### config.mk
export PLATFORM = sky130hd
export DESIGN_NAME = ro_slot_sequencer
export DESIGN_NICKNAME = d
export VERILOG_FILES = /design/src/rtl/ro_pkg.sv /design/src/rtl/ro_req_latch.sv /design/src/rtl/ro_slot_sequencer.sv
export SDC_FILE = /design/constraint.sdc
export NUM_CORES = 1
export LEC_CHECK = 0
export CAP_MARGIN = 10
export CORE_MARGIN = 2
export CORE_UTILIZATION = 50
export DETAILED_ROUTE_END_ITERATION = 16
export PLACE_DENSITY_LB_ADDON = 0.1
export REMOVE_ABC_BUFFERS = 1
export SYNTH_ARGS = -nofsm -noshare
export SYNTH_HDL_FRONTEND = slang
export SYNTH_SLANG_ARGS = --single-unit
### constraint.sdc
create_clock -name clk -period 2.1 [get_ports clk]
set_input_delay 0.315 -clock clk [delete_from_list [all_inputs] [get_ports clk]]
set_output_delay 0.315 -clock clk [all_outputs]
set_load 0.1 [all_outputs]
### src/rtl/ro_pkg.sv
// Shared state type, width helper and default parameters for the readout slot sequencer.
package ro_pkg;
    localparam int RO_N_CH_DEF     = 8;
    localparam int RO_SLOT_LEN_DEF = 2;
    localparam int RO_GAP_LEN_DEF  = 1;

    typedef enum logic [1:0] {
        ST_IDLE  = 2'd0,
        ST_GAP   = 2'd1,
        ST_DRIVE = 2'd2
    } ro_state_e;

    // Bits needed to encode values 0..n-1; never narrower than 1.
    function automatic int ro_clog2(input int n);
        int w;
        w = 1;
        while ((1 << w) < n) w++;
        return w;
    endfunction
endpackage

### src/rtl/ro_req_latch.sv
// Per-channel pending flag: set by a request strobe, cleared by the slot acknowledge; set wins.
module ro_req_latch (
    input  logic clk,
    input  logic rst,
    input  logic set,
    input  logic clr,
    output logic pend
);
    logic pend_q, pend_d;

    always_comb begin
        pend_d = set | (pend_q & ~clr);
    end

    always_ff @(posedge clk or posedge rst) begin
        if (rst) pend_q <= 1'b0;
        else     pend_q <= pend_d;
    end

    assign pend = pend_q;
endmodule

### src/rtl/ro_slot_sequencer.sv
// Break-before-make TDM sequencer granting a shared tristate bus to N_CH readout channels.
// Define RO_SEQ_SKIP_IDLE_EN to skip channels without a pending request.
module ro_slot_sequencer
    import ro_pkg::*;
#(
    parameter int N_CH     = RO_N_CH_DEF,
    parameter int SLOT_LEN = RO_SLOT_LEN_DEF,
    parameter int GAP_LEN  = RO_GAP_LEN_DEF
) (
    input  logic                      clk,
    input  logic                      rst,
    input  logic                      en,
    input  logic [N_CH-1:0]           req,
    output logic [N_CH-1:0]           ctrl,
    output logic [N_CH-1:0]           ack,
    output logic [ro_clog2(N_CH)-1:0] ch_id,
    output logic                      slot_vld,
    output logic                      frame_start,
    output logic                      busy
);
    localparam int ID_W  = ro_clog2(N_CH);
    localparam int CNT_W = ro_clog2((SLOT_LEN > GAP_LEN) ? SLOT_LEN : GAP_LEN);
    localparam logic [ID_W-1:0]  LAST_CH = ID_W'(N_CH - 1);
    localparam logic [CNT_W-1:0] GAP_LD  = CNT_W'(GAP_LEN - 1);
    localparam logic [CNT_W-1:0] SLOT_LD = CNT_W'(SLOT_LEN - 1);

    ro_state_e        state_q, state_d;
    logic [ID_W-1:0]  ptr_q, ptr_d;
    logic [CNT_W-1:0] cnt_q, cnt_d;
    logic [N_CH-1:0]  ctrl_q, ctrl_d, ack_q, ack_d;
    logic [ID_W-1:0]  ch_id_q, ch_id_d;
    logic             slot_vld_q, slot_vld_d, frame_start_q, frame_start_d, busy_q, busy_d;
    logic             frame_done, frame_last;
    logic [N_CH-1:0]  pending;

    for (genvar k = 0; k < N_CH; k++) begin : g_pend
        ro_req_latch u_latch (
            .clk  (clk),
            .rst  (rst),
            .set  (req[k]),
            .clr  (ack_q[k]),
            .pend (pending[k])
        );
    end

`ifdef RO_SEQ_SKIP_IDLE_EN
    logic            hit_at, hit_after;
    logic [ID_W-1:0] hit_idx;

    // Lowest pending channel at/after ptr; also whether anything waits beyond ptr.
    always_comb begin
        hit_at    = 1'b0;
        hit_after = 1'b0;
        hit_idx   = ptr_q;
        for (int k = N_CH - 1; k >= 0; k--) begin
            if (pending[k] && (k >= int'(ptr_q))) begin
                hit_at  = 1'b1;
                hit_idx = ID_W'(k);
            end
            if (pending[k] && (k > int'(ptr_q))) hit_after = 1'b1;
        end
    end

    assign frame_last = (ptr_q == LAST_CH) || !hit_after;
`else
    assign frame_last = (ptr_q == LAST_CH);
`endif

    always_comb begin
        state_d       = state_q;
        ptr_d         = ptr_q;
        cnt_d         = cnt_q;
        slot_vld_d    = 1'b0;
        frame_start_d = 1'b0;
        frame_done    = 1'b0;
        unique case (state_q)
            ST_IDLE: begin
                if (en) begin
                    state_d       = ST_GAP;
                    ptr_d         = '0;
                    cnt_d         = GAP_LD;
                    frame_start_d = 1'b1;
                end
            end
            ST_GAP: begin
                if (cnt_q != '0) begin
                    cnt_d = cnt_q - CNT_W'(1);
                end else begin
`ifdef RO_SEQ_SKIP_IDLE_EN
                    if (hit_at) begin
                        state_d    = ST_DRIVE;
                        ptr_d      = hit_idx;
                        cnt_d      = SLOT_LD;
                        slot_vld_d = 1'b1;
                    end else begin
                        frame_done = 1'b1;
                    end
`else
                    state_d    = ST_DRIVE;
                    cnt_d      = SLOT_LD;
                    slot_vld_d = pending[ptr_q];
`endif
                end
            end
            ST_DRIVE: begin
                if (cnt_q != '0) begin
                    cnt_d      = cnt_q - CNT_W'(1);
                    slot_vld_d = slot_vld_q;
                end else if (frame_last) begin
                    frame_done = 1'b1;
                end else begin
                    state_d = ST_GAP;
                    ptr_d   = ptr_q + ID_W'(1);
                    cnt_d   = GAP_LD;
                end
            end
            default: state_d = ST_IDLE;
        endcase

        // en is only honoured here, so a running frame always completes.
        if (frame_done) begin
            ptr_d = '0;
            cnt_d = GAP_LD;
            if (en) begin
                state_d       = ST_GAP;
                frame_start_d = 1'b1;
            end else begin
                state_d = ST_IDLE;
            end
        end

        busy_d  = (state_d != ST_IDLE);
        ctrl_d  = '0;
        ack_d   = '0;
        ch_id_d = '0;
        if (state_d == ST_DRIVE) begin
            ctrl_d[ptr_d] = 1'b1;
            ack_d[ptr_d]  = (cnt_d == '0);
            ch_id_d       = ptr_d;
        end
    end

    always_ff @(posedge clk or posedge rst) begin
        if (rst) begin
            state_q       <= ST_IDLE;
            ptr_q         <= '0;
            cnt_q         <= '0;
            ctrl_q        <= '0;
            ack_q         <= '0;
            ch_id_q       <= '0;
            slot_vld_q    <= 1'b0;
            frame_start_q <= 1'b0;
            busy_q        <= 1'b0;
        end else begin
            state_q       <= state_d;
            ptr_q         <= ptr_d;
            cnt_q         <= cnt_d;
            ctrl_q        <= ctrl_d;
            ack_q         <= ack_d;
            ch_id_q       <= ch_id_d;
            slot_vld_q    <= slot_vld_d;
            frame_start_q <= frame_start_d;
            busy_q        <= busy_d;
        end
    end

    assign ctrl        = ctrl_q;
    assign ack         = ack_q;
    assign ch_id       = ch_id_q;
    assign slot_vld    = slot_vld_q;
    assign frame_start = frame_start_q;
    assign busy        = busy_q;
endmodule
* Yosys cells after proc, flatten, opt, wreduce, memory -nomap -nowiden
Cells that the tools add are included.
** Cells by class
- $lt $le $gt $ge :: 3
- Muxes and demuxes :: 34
- Reductions and logical operators :: 3
- Bitwise operators :: 26
- Add/sub/neg operators :: 2
- Equal/unequal tests :: 5
** Operators with widths (count)
- $mux 1 :: 16
- $mux 8 :: 2
- $mux 3 :: 5
- $mux 2 :: 5
- $not 1->1 :: 9
- $and 1x1->1 :: 8
- $and 8x8->8 :: 1
- $lt 3x4->1 const B :: 2
- $or 1x1->1 :: 8
- $pmux 2 s3 :: 1
- $pmux 3 s2 :: 1
- $eq 2x2->1 const B :: 2
- $add 3x1->3 const B :: 1
- $bmux 1 s3 :: 1
- $demux 1 s3 :: 1
- $eq 3x3->1 const B :: 1
- $ge 3x1->1 const B :: 1
- $pmux 1 s3 :: 1
- $eq 2x1->1 const B :: 1
- $logic_not 2->1 :: 1
- $ne 2x2->1 const B :: 1
- $pmux 1 s2 :: 1
- $reduce_bool 2->1 :: 1
- $logic_and 1x1->1 :: 1
- $sub 1x1->1 const B :: 1
** Storage, ports and cells
- Output and inout port bits :: 22
- Flip-flop bits (word level) :: 36
- Bits of input ports :: 11
- Word-level logic and storage cells :: 90

* Longest topological paths before layout
Gate-level depths: netlist of run 1.
- Word-level depth :: 11
- Gate-level depth with buffers :: 6
- Depth with buffers taken out :: 6

* Cells and area by module
Synthesis of run 1 repeated with hierarchy kept, for this count alone.
** Unflattened totals
- Cell total of the unflattened synthesis :: 145
- Area, all modules :: 1555.2 µm²
** Modules (own cells, without submodules)
- ro_slot_sequencer :: cells an instance 113, area an instance 1234.9 µm², times used 1, seq. area each 700.7 µm²
- ro_req_latch :: cells an instance 4, area an instance 40.0 µm², times used 8, seq. area each 25.0 µm²

* Worst setup path after synthesis of run 1
No wires, ideal clock.
- Kind :: register -> register
- From :: register ptr_q[1]
- To :: register ack_q[6], in the netlist ack[6]
- Setup time :: 0.096 ns
- Buffers on the path :: 0
- Period minus slack after synthesis :: 1.524 ns
- Stages on the path, launching flop included :: 6
- Slack :: 0.576 ns
- Arrival time :: 1.429 ns
- Required time :: 2.004 ns
- Cell sequence :: dfrtp_1 -> ha_1 -> a21oi_4 -> nand3_2 -> and2_4 -> nor4_2
** On the way
- Word-level cells in the longest chain between the ends :: 11
- Elaborated cells on any way between the ends :: 24
- Classes of those cells :: 1 x add/sub; 2 x order compare; 2 x eq/ne; 16 x mux; 2 x bitwise; 1 x reduce/logical
** Ends and longest elaborated chain
- from (decl) :: RTL line ro_slot_sequencer.sv:28 : logic [ID_W-1:0] ptr_q, ptr_d;
- from (signal assigned) :: RTL line ro_slot_sequencer.sv:156 : ptr_q <= ptr_d;
- $add 3x1->3 or $eq 3x3->1 (tied branches) :: RTL line ro_slot_sequencer.sv:113, ro_slot_sequencer.sv:66
- $mux 3 or $mux 1 (tied branches) :: RTL line ro_slot_sequencer.sv:109 : end else if (frame_last) begin
- $mux 3 or $mux 1 (tied branches) :: RTL line ro_slot_sequencer.sv:106 : if (cnt_q != '0) begin
- $pmux 3 s2 or $mux 1 (tied branches) :: RTL line ro_slot_sequencer.sv:76 : unique case (state_q)
- $mux 3 :: RTL line ro_slot_sequencer.sv:121 : if (frame_done) begin
- $lt 3x4->1 (not written as such) or $ge 3x1->1 (tied branches) :: RTL line ro_slot_sequencer.sv:138 : ack_d[ptr_d] = (cnt_d == '0);
- $logic_and 1x1->1 (not written as such) :: RTL line ro_slot_sequencer.sv:138
- $mux 1 (not written as such) :: RTL line ro_slot_sequencer.sv:138
- $demux 1 s3 :: RTL line ro_slot_sequencer.sv:138
- $and 8x8->8 (no source line)
- $mux 8 * :: RTL line ro_slot_sequencer.sv:136 : if (state_d == ST_DRIVE) begin
- net ack_d[6] :: RTL line ro_slot_sequencer.sv:30 : logic [N_CH-1:0] ctrl_q, ctrl_d, ack_q, ack_d;
- to (signal assigned) :: RTL line ro_slot_sequencer.sv:159 : ack_q <= ack_d;
- to (decl) :: RTL line ro_slot_sequencer.sv:30
Mark *: on every way through the listed nets, which the timed path passes. The rest lies on a longest branch.
A chain may end at the register's enable or synchronous reset.

* Final worst setup path of run 1
- From :: register state_q[1]
- To :: register ack_q[6], in the netlist ack[6]
** On the way
- Elaborated cells on any way between the ends :: 23
- Classes of those cells :: 2 x order compare; 3 x eq/ne; 14 x mux; 2 x bitwise; 2 x reduce/logical
** RTL lines
- from (decl) :: RTL line ro_slot_sequencer.sv:27 : ro_state_e state_q, state_d;
- from (signal assigned) :: RTL line ro_slot_sequencer.sv:155 : state_q <= state_d;
- $mux 2 :: RTL line ro_slot_sequencer.sv:109
- $mux 2 :: RTL line ro_slot_sequencer.sv:106
- $pmux 2 s3 :: RTL line ro_slot_sequencer.sv:76
- $mux 2 * :: RTL line ro_slot_sequencer.sv:121
- net state_d[1] :: RTL line ro_slot_sequencer.sv:27
- $eq 2x2->1 * :: RTL line ro_slot_sequencer.sv:136
- $mux 8 * :: RTL line ro_slot_sequencer.sv:136
- net ack_d[6] :: RTL line ro_slot_sequencer.sv:30
Marked as above.

==> results by group, run 1 <==
GRT
  – Via count of the first global-routing pass: 1062
  – GRT Total Usage: 0.185
  – Initial antenna violation count: 0
  – Global route total overflow: 0
  – First-pass GRT wire length: 4.82 mm
  – Largest net degree at the start of global routing: 37

STA
  – Final worst clock skew: 7.40 ps
  – Period minus WS final: 1690 ps
  – Pins Over Slew Limit: 0
  – FMAX: 590 MHz
  – Tightest Pin Transition: 565 ps
  – Unrepaired setup endpoints after global routing: no
  – Final worst slack: 406 ps
  – Hold Worst Slack: 373 ps
  – Final Hold Vio Count: 0
  – Relative slew slack: 0.623
  – TNS Setup: 0 ps
  – Tcrit/Tclk final: 0.807
  – Count of final setup violators: 0

Yosys
  – Area contributors post-synth: dfrtp_1 (55%), buf_4 (4.6%), a21o_1 (4.1%), nor2_1 (3.0%), inv_1 (2.7%)
  – Library cells used by synthesis: 41
  – Commonest cells post-synth: dfrtp_1 (36), nor2_1 (13), inv_1 (12)
  – Top cell type by total area after synthesis: dfrtp_1
  – Seq cells post-synth: 36
  – Count leader, synth: dfrtp_1
  – Top cell type's share of synthesized area: 0.549
  – Sequential area share after synthesis: 0.549
  – Mapped Area: 1640 sq um
  – Top_reg_cell synth: dfrtp_1
  – Syn Inst Count: 144
  – Syn Area/Cell: 11.4 sq um
  – Synth warnings: 0
  – Post-synth EDFFs: 0
  – Asr flop ratio synth: 1.00

Pwr
  – Sw Ratio: 0.479
  – Clk pwr share: 0.143
  – Total power: 2.59 mW
  – Switching power total: 1.24 mW
  – Sequential share of power: 0.368
  – Cell Pwr Density: 1330 nW/um^2
  – Logic pwr share: 0.489
  – Static Leak: 0.865 nW
  – Max VDD drop: 0.712 mV
  – Internal power: 1.35 mW

Clock network
  – Sink Count: 36
  – H-tree Lvls: 2
  – Setup bufs post-CTS: 0
  – Root buf cell: clkbuf_4
  – CTS Buf Count: 5
  – CTS Buffer Depth: 2
  – CTS resizes: 0
  – Cts hold-fix bufs: 0
  – CTS tree: built
  – Later-pin clock latency in the skew report: 330 ps
  – Clk slew on worst S/H paths: 100 ps

Cells and area
  – Util after Layout: 0.630
  – Net count, final: 185
  – Syn-to-layout area delta: 18.1%
  – Layout cells sized above 1: 0.293
  – Ant. Diodes: 0

Detailed routing
  – Routed wire per std cell: 13.9 microns
  – Max layer used: met4
  – Via Count: 1108
  – DRT iter0 DRCs: 21
  – Routed wire length: 3.02 mm
  – DRT met1 WL: 1.28 mm
  – Drt pass-1 iters: 4
  – Final ANT Viol Nets: 0
  – Routed met2 length: 1.54 mm
  – DR vias/cell: 5.08
  – Routed length on met3: 143 microns
  – Post-route DRC: 0

Place
  – IO buf count: 32
  – HPWL Detailed: 2.25 mm
  – Gpl congestion: 0.756
  – Pre-CTS setup slack: 392 ps

Critical path
  – Worst r2r path cells: 6
  – Setup CP Type: flop to flop
  – WP data arrival: 1930 ps
  – Worst Setup SP: state_q[1]
  – Critical-path maximum fanout: 12
  – Crit path capture type: flop
  – Reg-to-reg slack, setup: 410 ps
  – R2r startpoint: state_q[1]
  – Required time worst endpoint: 2330 ps
  – End of the critical path: ack[6]
  – R2R Path End: ack[6]
  – CP startpoint kind: flop

Flow run
  – Max-cap violations: 0

Floorplan
  – Initial Util: 0.533
  – Cell row count: 20
  – Die width: 61.3 microns
  – IO Count: 33
  – Core area: 3080 sq um
  – Die H: 61.3 microns
  – Die ar.: 3760 sq um

Worst hold path
  – Hold Path Class: input pin to asynchronous set/reset pin

Status
  – Outcome: complete, no violations
[final cells by class]
| class | count | area [sq um] |
|---|---|---|
| tap | 44 | 55.1 |
| fill | 265 | 1140 |
| clock buffer | 8 | 58.8 |
| sequential | 36 | 901 |
| inverter | 14 | 52.6 |
| timing repair buffer | 36 | 295 |
| multi-input combinational | 80 | 576 |
[cells in the final DEF (no fill, tap or decap), drive strengths merged, types with 2 or more instances in the layout]
cell type	instances
clkdlybuf4s50	10
nand2b	3
a21oi	6
nand3	7
o21ai	4
nor3	8
and2	3
inv	14
mux2i	3
dfrtp	36
nand3b	2
buf	26
nand2	5
nor2	13
a21o	9
clkbuf	8
[stage by stage]
stage          area [sq um]  instances
2_1_floorplan          1530        130
3_3_place_gp           1880        210
3_5_place_dp           1880        210
4_1_cts                1940        218
5_1_grt                1940        218
6_report               1940        218
[flip-flops by register name (all words and copies together), names as in the netlist]
register,flops
g_pend.u_latch.pend,8
ack,8
ctrl,8
slot_vld,1
ch_id,3
frame_start,1
ptr_q,3
cnt_q,1
state_q,2
busy,1
[power groups by stage]
stage	sequential, mW	combinational [mW]	clock, mW
floorplan	1.44	0.482	0
global placement	0.959	1.25	0
detailed placement	0.967	1.27	0
CTS	0.953	1.27	0.384
global route	0.976	1.35	0.415
finish	0.952	1.26	0.370
[per-layer routing]
layer | global-route usage | up-vias
met5 | 0 | -
met4 | 0.0839 | 0
met3 | 0.0567 | 7
met2 | 0.301 | 23
met1 | 0.227 | 542
li1 | - | 536
[worst min path at each step]
stage                                   endpoint  slack [ps]                   start  depth (start not counted)
after global placement    g_pend[1].u_latch.pend         460  g_pend[1].u_latch.pend                          1
after global routing      g_pend[5].u_latch.pend         400                     rst                          3
after detailed placement  g_pend[5].u_latch.pend         470  g_pend[5].u_latch.pend                          1
final                     g_pend[5].u_latch.pend         370                     rst                          3
after floorplan           g_pend[0].u_latch.pend         410                  req[0]                          1
after CTS                 g_pend[5].u_latch.pend         370                     rst                          3
[worst max-delay path, cell delays in order (launching register included)]
cell and delay (ps):
dfrtp_1 530, nand2b_1 250, nor2_1 190, a21oi_2 110
inv_2 110, nand2_1 120, nor4_2 280
[logic make-up after synthesis]
logic type | synth area share
simple gates | 0.159
compound gates | 0.152
fa+ha+maj | 0.00762
mux | 0.0320
buf+inv | 0.101
flops | 0.549
No activity file was read; power rests on OpenSTA's default activity.
==> inputs of run 2 (changes only) <==
--- a/config.mk
+++ b/config.mk
@@ -7,7 +7,7 @@
 export LEC_CHECK = 0
 export CAP_MARGIN = 10
 export CORE_MARGIN = 2
-export CORE_UTILIZATION = 50
+export CORE_UTILIZATION = 45
 export DETAILED_ROUTE_END_ITERATION = 16
 export PLACE_DENSITY_LB_ADDON = 0.1
 export REMOVE_ABC_BUFFERS = 1
==> constraint.sdc (replaced) <==
create_clock -name clk -period 1.4 [get_ports clk]
set_input_delay 0.21 -clock clk [delete_from_list [all_inputs] [get_ports clk]]
set_output_delay 0.21 -clock clk [all_outputs]
set_load 0.1 [all_outputs]
==> run 2 against run 1 <==
The flow now finishes with violations (negative setup slack). Routed wire length grew 21%. Combinational power up 140%. Setup slack got worse by 420 ps. Highest routed layer unchanged. Largest power group unchanged. Clock skew up 6.9 ps. Largest cell class unchanged. Non-clock buffer count grew 25. Clock-buffer cell count decreased by 3. Final cell count rose by 12%. Register-to-register slack lost 420 ps. Clock power grew 49%. Hold slack worse by 170 ps. Critical endpoint is now ctrl[2]. Sequential power increased by 48%.
==> results by group, run 2 (synthesis gave the netlist of run 1 again) <==
Status
  – Outcome: finished, violations left
  – Failing checks: negative setup slack

Cells and area
  – Layout cells sized above 1: 0.457 (+0.164)
  – Reg area: 902 sq um (+0.14%)
  – Ant. Diodes: 0 (unchanged)
  – Most common cell after layout, fill and taps aside: dfrtp_1
  – Final cell count without fillers: 245 (+12%)
  – Area used by multi-input combinational logic: 664 sq um (+15%)
  – Net count, final: 210 (+14%)
  – Filler Cells Inserted: 237 (-11%)
  – Most frequent cells in the layout: dfrtp_1 (35), buf_12 (23), buf_4 (22), inv_1 (12)
  – Syn-to-layout area delta: 54.0%

GRT
  – GRT Total Usage: 0.195 (+0.0101)
  – Via count of the first global-routing pass: 1285 (+21%)
  – Largest net degree at the start of global routing: 37 (unchanged)
  – Global route total overflow: 0 (unchanged)
  – First-pass GRT wire length: 6.10 mm (+27%)
  – Initial antenna violation count: 0 (unchanged)

Place
  – IO buf count: 32 (unchanged)
  – Dpl cells: 227 (+8.1%)
  – Pre-CTS setup slack: -155 ps (-547 ps)
  – HPWL Detailed: 2.44 mm (+8.7%)
  – Gpl congestion: 0.794 (+5.0%)

Clock network
  – Sink Count: 36 (unchanged)
  – Later-pin clock latency in the skew report: 350 ps (+20 ps)
  – CTS Buf Count: 5 (unchanged)
  – CTS tree: built
  – Cts hold-fix bufs: 0 (unchanged)
  – Root buf cell: clkbuf_4
  – Clk slew on worst S/H paths: 120 ps (+20 ps)
  – H-tree Lvls: 2 (unchanged)
  – CTS Buffer Depth: 2 (unchanged)

Floorplan
  – IO Count: 33 (unchanged)
  – Core area: 3420 sq um (+11%)
  – Die H: 64.4 microns (+5.1%)
  – Initial Util: 0.481 (-0.0527)
  – Die width: 64.4 microns (+5.1%)
  – Cell row count: 21 (+5.0%)
  – Die ar.: 4150 sq um (+10%)

STA
  – Final Hold Vio Count: 0 (unchanged)
  – Relative slew slack: 0.843 (+0.220)
  – Count of final setup violators: 3 (+3)
  – Final worst clock skew: 14.3 ps (+6.90 ps)
  – Final worst slack: -12.5 ps (-418 ps)
  – Hold Worst Slack: 199 ps (-174 ps)
  – FMAX: 708 MHz (+20%)
  – Tightest Pin Transition: 236 ps (-330 ps)
  – Period minus WS final: 1410 ps (-282 ps)
  – Tcrit/Tclk final: 1.01 (+0.202)
  – Pins Over Slew Limit: 0 (unchanged)
  – Unrepaired setup endpoints after global routing: yes

Detailed routing
  – Drt pass-1 iters: 4 (unchanged)
  – Post-route DRC: 0 (unchanged)
  – Routed wire length: 3.64 mm (+21%)
  – DR vias/cell: 4.99 (-1.8%)
  – Final ANT Viol Nets: 0 (unchanged)
  – Via Count: 1223 (+10%)
  – DRT iter0 DRCs: 54 (+160%)
  – Routed wire per std cell: 14.9 microns (+7.2%)

Pwr
  – Max VDD drop: 1.25 mV (+76%)
  – Static Leak: 1.08 nW (+25%)
  – Total power: 4.95 mW (+91%)
  – Cell Pwr Density: 1960 nW/um^2 (+47%)

Critical path
  – Required time worst endpoint: 1670 ps (-660 ps)
  – CP cell instances: ha_4 -> a21oi_4 -> a21oi_2 -> buf_4 -> o2bb2a_4 -> nor3_1
  – Setup CP Type: flop to flop
  – Crit path capture type: flop
  – Critical path's largest stage delay: 420 ps (-110 ps)
  – Worst-path cell with the longest stage delay: dfrtp_1
  – CP top delay family: compound AO/OA/AOI/OAI gates
  – WP data arrival: 1680 ps (-250 ps)
  – CP bufs+invs: 1 (unchanged)
  – Reg-to-reg slack, setup: -10 ps (-420 ps)
  – CP startpoint kind: flop
  – Critical-path maximum fanout: 5 (-7)

Flow run
  – Max-cap violations: 0 (unchanged)

Worst hold path
  – Hold Path Class: input pin to asynchronous set/reset pin
[run 2: changes by cell type in the layout (fill, tap and decap cells not counted), sizes merged]
cell,previous run,this run
buf,26,51
clkbuf,8,5
clkinv,0,3
[run 2: final timing paths]
kind | endpoint | cells past startpoint | from
setup / recovery | ctrl[2] | 6 | ptr_q[0]
hold reg to reg | g_pend[0].u_latch.pend | 1 | g_pend[0].u_latch.pend
max in group asynchronous | busy | 3 | rst
hold / removal | g_pend[5].u_latch.pend | 3 | rst
setup reg to reg | ctrl[2] | 6 | ptr_q[0]
min in group clk | g_pend[6].u_latch.pend | 2 | req[6]
[run 2: final cells by class]
type / count / share of cell area
clock buffer: 5 / 0.0148
sequential: 36 / 0.357
timing repair buffer: 61 / 0.314
clock inverter: 3 / 0.00742
inverter: 14 / 0.0218
multi-input combinational: 80 / 0.263
tap: 46 / 0.0228
[run 2: worst reg2reg max path: stages, from the launching register on]
cell and delay [ps]:
dfrtp_1 420, ha_4 170, a21oi_4 70, a21oi_2 250, buf_4 160, o2bb2a_4 150, nor3_1 120
[run 2: what timing repair did]
item	CTS	global route
buffers inserted	4	6
resized for setup	8	19
pin swaps	5	9
endpoints found under the setup margin	14	18
[run 2: power breakdown]
part | total [mW] | switching (mW) | internal (mW)
combinational | 2.99 | 1.67 | 1.31
sequential | 1.41 | 0.197 | 1.22
clock | 0.550 | 0.357 | 0.193
[run 2: per-stage QoR]
step	instance area [sq um]	setup TNS [ps]	utilization
floorplan	1530	-2420	-
global placement	2280	-1070	0.668
detailed placement	2280	-1410	0.668
CTS	2410	-90.6	0.704
global route	2530	-1170	0.740
finish	2530	-24.3	0.740
[run 2: layer usage]
layer | vias up | track usage | wire (microns)
met2 | 29 | 0.309 | 1870
met5 | - | 0 | 0
li1 | 583 | - | -
met4 | 0 | 0.0851 | 104
met1 | 600 | 0.248 | 1490
met3 | 11 | 0.0599 | 176
